<file path="src/rtl/seq_pkg.sv">
// Shared types and constants for the program run-control sequencer:
// FSM state encoding, resident program count and program base addresses.
package seq_pkg;

  localparam int PC_W_DEF    = 10;
  localparam int CYC_W_DEF   = 16;
  localparam int NUM_PROG    = 3;
  localparam int MAX_CYC_DEF = 2**16 - 1;

  typedef enum logic [1:0] {
    IDLE,
    ARM,
    RUN,
    DONE
  } seq_state_t;

  // Program map: P1, P2, P3 entry points in instruction memory
  localparam logic [PC_W_DEF-1:0] PROG_BASE [NUM_PROG] = '{10'h000, 10'h100, 10'h200};

  function automatic logic [PC_W_DEF-1:0] base_addr(input logic [1:0] idx);
    case (idx)
      2'd1:    base_addr = PROG_BASE[1];
      2'd2:    base_addr = PROG_BASE[2];
      default: base_addr = PROG_BASE[0];
    endcase
  endfunction

endpackage

</file>
<file path="src/rtl/seq_cycle_counter.sv">
// Per-run cycle counter with synchronous clear and saturation; at_limit flags
// the counting cycle that brings the count onto the watchdog limit.
import seq_pkg::*;

module seq_cycle_counter #(
  parameter int CYC_W   = CYC_W_DEF,
  parameter int MAX_CYC = MAX_CYC_DEF
) (
  input  logic             clk,
  input  logic             rst_n,
  input  logic             clear,
  input  logic             en,
  output logic [CYC_W-1:0] count,
  output logic             at_limit
);

  localparam logic [CYC_W-1:0] LIMIT    = CYC_W'(MAX_CYC);
  localparam logic [CYC_W-1:0] LIMIT_M1 = CYC_W'(MAX_CYC - 1);

  always_ff @(posedge clk or negedge rst_n) begin
    if (!rst_n)
      count <= '0;
    else if (clear)
      count <= '0;
    else if (en && (count != LIMIT))
      count <= count + 1'b1;
  end

  // Asserted during the run cycle whose increment lands on LIMIT
  assign at_limit = en && (count >= LIMIT_M1);

endmodule

</file>
<file path="src/rtl/program_sequencer.sv">
// Run-control FSM: arms a resident program on Start, launches it when Start
// falls, gates core execution until Halt or watchdog, then reports Ack.
import seq_pkg::*;

module program_sequencer #(
  parameter int PC_W    = PC_W_DEF,
  parameter int CYC_W   = CYC_W_DEF,
  parameter int MAX_CYC = MAX_CYC_DEF
) (
  input  logic             clk,
  input  logic             rst_n,
  input  logic             start,
  input  logic             halt,
  output logic             pc_load,
  output logic [PC_W-1:0]  pc_load_addr,
  output logic             run_en,
  output logic             ack,
  output logic             timeout,
  output logic [1:0]       prog_idx,
  output logic [CYC_W-1:0] cycle_count
);

  seq_state_t state, next_state;
  logic       at_limit;
  logic       timeout_q;
  logic [1:0] idx_q;
  logic [1:0] idx_next;

  always_ff @(posedge clk or negedge rst_n) begin
    if (!rst_n)
      state <= IDLE;
    else
      state <= next_state;
  end

  // Start beats Halt and the watchdog so an abort always restarts the program
  always_comb begin
    next_state = state;
    case (state)
      IDLE, DONE: if (start) next_state = ARM;
      ARM:        if (!start) next_state = RUN;
      RUN: begin
        if (start)
          next_state = ARM;
        else if (halt || at_limit)
          next_state = DONE;
      end
      default:    next_state = IDLE;
    endcase
  end

  assign idx_next = (idx_q == 2'(NUM_PROG - 1)) ? 2'd0 : idx_q + 2'd1;

  // A Halt landing on the watchdog cycle still counts as a clean finish
  always_ff @(posedge clk or negedge rst_n) begin
    if (!rst_n) begin
      idx_q     <= 2'd0;
      timeout_q <= 1'b0;
    end else if (next_state == ARM) begin
      timeout_q <= 1'b0;
    end else if ((state == RUN) && (next_state == DONE)) begin
      timeout_q <= !halt;
      idx_q     <= idx_next;
    end
  end

  seq_cycle_counter #(
    .CYC_W   (CYC_W),
    .MAX_CYC (MAX_CYC)
  ) u_cycle_counter (
    .clk      (clk),
    .rst_n    (rst_n),
    .clear    (next_state == ARM),
    .en       (state == RUN),
    .count    (cycle_count),
    .at_limit (at_limit)
  );

  assign pc_load      = (state == ARM);
  assign run_en       = (state == RUN);
  assign ack          = (state == DONE);
  assign timeout      = timeout_q;
  assign prog_idx     = idx_q;
  assign pc_load_addr = PC_W'(base_addr(idx_q));

endmodule

</file>
<file path="config.mk">
export PLATFORM = sky130hd
export DESIGN_NAME = program_sequencer
export DESIGN_NICKNAME = d
export VERILOG_FILES = /design/src/rtl/seq_pkg.sv /design/src/rtl/seq_cycle_counter.sv /design/src/rtl/program_sequencer.sv
export SDC_FILE = /design/constraint.sdc
export NUM_CORES = 1
export LEC_CHECK = 0
export CAP_MARGIN = 20
export CORE_ASPECT_RATIO = 2
export CORE_MARGIN = 2
export CORE_UTILIZATION = 44
export CTS_CLUSTER_DIAMETER = 150
export DETAILED_ROUTE_END_ITERATION = 8
export GPL_TIMING_DRIVEN = 0
export PLACE_DENSITY = 0.76
export SLEW_MARGIN = 15
export SYNTH_ARGS = -nofsm -noshare
export SYNTH_HDL_FRONTEND = slang
export SYNTH_HIERARCHICAL = 1
export SYNTH_SLANG_ARGS = --single-unit
</file>
<file path="constraint.sdc">
create_clock -name clk -period 3 [get_ports clk]
set_clock_uncertainty 0.15 [all_clocks]
set_input_delay 0.9 -clock clk [delete_from_list [all_inputs] [get_ports clk]]
set_output_delay 0.9 -clock clk [all_outputs]
set_load 0.005 [all_outputs]
</file>
### Word-level counts from Yosys, hierarchy flattened

Index checks and enable logic that the tools add are counted.
Widths: inputs -> output; s select.

* bits of input ports: 4
* flip-flop bits (word level): 21
* logic and storage cells: 37
* output and inout bits: 32

* eq/ne operators: 8
* muxes and demuxes: 11
* bitwise logic cells: 1
* add/sub/neg operators: 2
* order comparisons: 1
* reduce and logical (&&, ||, !) cells: 10

Operators by type and width (count)
* $mux 16: 2
* $pmux 10 s2: 1
* $add 16x1->16 const B: 1
* $ge 16x16->1 const B: 1
* $ne 16x16->1 const B: 1
* $mux 2: 5
* $eq 2x2->1 const B: 4
* $eq 2x1->1 const B: 3
* $pmux 2 s3: 1
* $reduce_bool 2->1: 2
* $logic_and 1x1->1: 3
* $add 2x1->2 const B: 1
* $logic_not 2->1: 1
* $mux 1: 2
* $reduce_and 2->1: 1
* $reduce_or 2->1: 1
* $logic_not 1->1: 1
* $logic_or 1x1->1: 1
* $not 1->1: 1

### Depth between registers and ports, before layout

Gate-level depths: netlist of run 1.

* depth after elaboration: 10
* depth in mapped cells: 11
* gate-level depth less buffers: 10

### Cells and area by module

Netlist of run 1, hierarchy kept.

By module, submodules not included
* seq_cycle_counter: times used 1, area each 969.7 um^2, cells each 105, sequential area each 400.4 um^2
* program_sequencer: times used 1, area each 434.2 um^2, cells each 45, sequential area each 125.1 um^2

### Worst setup path after synthesis of run 1

Ideal clock, no wire load.

* path type: register -> register
* start: register state[0]
* end: register u_cycle_counter.count[0]
* path slack: 117 ps
* path buffers: 2
* cell stages (with the launch flop): 12
* period minus slack after synthesis: 2883 ps
* library setup time: 132 ps
* data required time: 2718 ps
* arrival time: 2601 ps
* path through: dfrtp_1 > inv_1 > ha_1 > nand3_1 > nor4_1 > nor3_1 > a2bb2oi_1 > a21o_1 > inv_1 > clkbuf_1 > clkbuf_1 > nor2_1

* longest elaborated chain between the ends: 8
* elaborated cells on any way between the ends: 16
* those cells by class: eq/ne: 4; mux: 6; reduce/logical: 6

Ends and longest elaborated chain
* from (decl): line program_sequencer.sv:23 `seq_state_t state, next_state;`
* from (signal assigned): line program_sequencer.sv:33 `state <= next_state;`
* $eq 2x2->1 (*)
* named net run_en: line program_sequencer.sv:16 `output logic run_en,`
* $logic_and 1x1->1 (*): line seq_cycle_counter.sv:30 `assign at_limit = en && (count >= LIMIT_M1);`
* named net at_limit: line program_sequencer.sv:24 `logic at_limit;`
* $logic_or 1x1->1 (*): line program_sequencer.sv:45 `else if (halt || at_limit)`
* $mux 2 (*): line program_sequencer.sv:45
* $mux 2 (*): line program_sequencer.sv:43 `if (start)`
* $pmux 2 s3 (*): line program_sequencer.sv:39 `case (state)`
* $eq 2x1->1 (*): line program_sequencer.sv:73 `.clear (next_state == ARM),`
* $mux 16 / $reduce_bool 2->1 (equally long branches)
* to (signal assigned): line seq_cycle_counter.sv:26 `count <= count + 1'b1;`
* to (decl): line seq_cycle_counter.sv:13 `output logic [CYC_W-1:0] count,`

Mark *: on every way through the listed nets, which the timed path passes. The rest lies on a longest branch.
A chain may end at the register's enable or synchronous reset.

### Worst setup path after layout of run 1

* start: register state[0]
* end: register u_cycle_counter.count[0]

* longest elaborated chain between the ends: 8
* elaborated cells on any way between the ends: 16
* those cells by class: eq/ne: 4; mux: 6; reduce/logical: 6

Ends and longest elaborated chain
* $eq 2x2->1 (*): line program_sequencer.sv:74 `.en (state == RUN),`
* $logic_and 1x1->1 (*): line seq_cycle_counter.sv:30
* named net at_limit: line program_sequencer.sv:24
* $logic_or 1x1->1 (*): line program_sequencer.sv:45
* $mux 2 (*): line program_sequencer.sv:45
* $mux 2 (*): line program_sequencer.sv:43
* $pmux 2 s3 (*): line program_sequencer.sv:39
* $eq 2x1->1 (*): line program_sequencer.sv:73
* $mux 16 / $reduce_bool 2->1 (equally long branches)

Marked as above.

==> metrics.txt, run 1 <==
CP delay by family, top=buffers and inverters; port bufs=27; Syn. warnings=6; clk slew on worst S/H paths=0.08 ns; max cap viols=0; Worst setup EP type=flop; Placed Cells incl. Taps=215; CP max FO=11; commonest non-fill, non-tap cell in the layout=clkdlybuf4s50_1; Yosys reg bits=21; first-pass GRT wire length=6.11 mm; final wirelength=3.50 mm; Critical-path top delay cell=dfrtp_1; Root Driver=clkbuf_8; hpwl dp=2.57 mm; Placer Congestion=0.941; core area=3120 um2; row count=29; leak pwr=0.000769 uW; CP required=3.00 ns; sequential area share after synthesis=37.4%; DRT Pass-1 Iters=4; Post-Syn Area=1400 um2; CTS H-tree lvls=1; Synth Instances=150; CTS tree=yes; Clock Latency Late Sink=0.26 ns; worst hold margin=0.416 ns; 1st-iter DRT viols=42; RSZ-0062 raised after global routing=no; FFs w/ async S/R, synth=100%; Post-Syn Area per Cell=9.36 um2; Tcrit/Tclk final=93.5%; highest cell delay on the worst timing path=0.44 ns; HP Class=reg2reg; commonest non-fill, non-tap cells in the layout=27 x clkdlybuf4s50_1, 21 x dfrtp_1, 12 x nor2_1, 11 x buf_4; # diodes=0; Final #Nets=200; Sum Neg Setup Slack=0 ns; clk buf depth=2; drt wl/cell=15.8 um; Crit path arrival time=2.80 ns; drt drc=0; Critical Path Source Type=flop; total grt overflow=0; Total GRT Usage=21.1%; Max Slew Vio Count=0; layout cell share with drive strength beyond 1=18.4%; final hold violation count=0; Critical path buffers and inverters=4; DP Area=1740 um2; via/cell ratio=5.97; Min Clock Period, post-route=2.80 ns; vias=1319; Setup CP Type=reg2reg; final cell count without fillers=221; Slew HR=35.7%; Die Width=43.9 um; Die ar.=3690 um2; Worst Tran Pin Value=0.961 ns; Power Density=599 nW/um2; # setup viols final=0; number of nets with antenna violations after routing=0; vias in the first global route=1332; clock sinks=21; Most used DFF post-synth=dfrtp_1; VDD IR max=0.000342 V; status=finished, final reports clean; Area Growth Syn to Fin=31.0%; CTS buffer count=3; number of synthesized flops with an enable pin=0; Netlist cell types=45; initial core utilization=45.0%; fin area=1840 um2; largest net degree at the start of global routing=22; antenna violations before repair=0; Critical Path, Cell by Cell=inv_1 -> ha_4 -> nand3_2 -> nor4_4 -> nor3_1 -> a2bb2oi_1 -> a21o_1 -> inv_1 -> clkbuf_2 -> clkbuf_2 -> nor2_1; die height=83.9 um; io pins=36; maximum clock frequency=357 MHz
## logic make-up after synthesis
| group | Yosys count | synth area share [%] |
|---|---|---|
| and+or+nand+nor | 63 | 26.6 |
| AOI/OAI and AO/OA | 31 | 16.7 |
| DFF | 21 | 37.4 |
| buffers and inverters | 20 | 7.75 |
| muxes | 8 | 6.15 |
| adders and majority gates | 5 | 4.46 |
| other | 1 | 0.267 |
| xor gates and xnor gates | 1 | 0.624 |
## path summary, 6_finish.rpt
check / startpoint / end / slack (ns) / depth (start not counted)
hold / removal: prog_idx[0] / prog_idx[0] / 0.42 / 1
min in group asynchronous: rst_n / u_cycle_counter/count[9] / 1.02 / 1
max in group asynchronous: rst_n / u_cycle_counter/count[0] / 1.10 / 1
setup / recovery: state[0] / u_cycle_counter/count[0] / 0.20 / 11
setup reg to reg: state[0] / u_cycle_counter/count[0] / 0.20 / 11
hold reg to reg: prog_idx[0] / prog_idx[0] / 0.42 / 1
## sequential cells by signal, summed over array words and instances, names as in the netlist
register               cells
prog_idx                   2
state                      2
timeout                    1
u_cycle_counter/count     16
## Yosys cell counts, drive strengths merged (6+ instances only)
cell type / instances / area share [%]
nand4: 6 / 2.7
nand2: 7 / 1.9
buf: 9 / 4.8
nand3: 8 / 3.2
inv: 8 / 2.1
nor2: 12 / 3.2
dfrtp: 21 / 37
nor3: 6 / 2.1
a21oi: 8 / 3.1
## where the power goes
group	total (uW)	leakage, uW	switching, uW	internal [uW]
clock	187	0.0000255	94.5	92.7
combinational	555	0.000456	290	265
sequential	360	0.000287	44.3	316
## stage by stage
step                util [%]  setup slack, ns  power (uW)
global placement        55.7           -0.524         845
floorplan                  -            0.117         684
detailed placement      55.7           -0.713         880
finish                  58.9            0.196        1100
CTS                     58.0           0.0714        1080
global route            58.9           0.0331        1190
## final cells by class
| class | count | area [um2] |
|---|---|---|
| multi-input combinational | 116 | 832 |
| clock inverter | 1 | 5.00 |
| buffer | 12 | 81.3 |
| tap | 31 | 38.8 |
| timing repair buffer | 29 | 285 |
| sequential | 21 | 526 |
| clock buffer | 3 | 41.3 |
| fill | 277 | 1280 |
| inverter | 8 | 30.0 |
## timing repair
item | in CTS | in global routing
hold buffers | 0 | 0
gates cloned | 0 | 0
buffers inserted | 0 | 2
pin swaps | 0 | 1
setup endpoints to repair | 18 | 14
resized for setup | 6 | 2
## layer usage
layer	GRT usage, %	share of wire (%)	vias up
met4	7.44	1.9	0
li1	-	-	624
met5	0	0	-
met2	39.0	58	53
met1	23.3	35	635
met3	1.95	5.1	7
Power figures use the tool's default switching activity.
==> run 2: changes to the inputs <==
==> constraint.sdc (replaced) <==
create_clock -name clk -period 3 [get_ports clk]
set_clock_uncertainty 0.15 [all_clocks]
set_input_delay 0.9 -clock clk [delete_from_list [all_inputs] [get_ports clk]]
set_output_delay 0.9 -clock clk [all_outputs]
set_load 0.01 [all_outputs]
==> results of run 2 <==
Same layout as run 1 (identical final DEF). Status: finished, final reports clean.
Main changes from that run: total power 1100 uW -> 1120 uW; worst IR drop on VDD 0.000342 V -> 0.000353 V
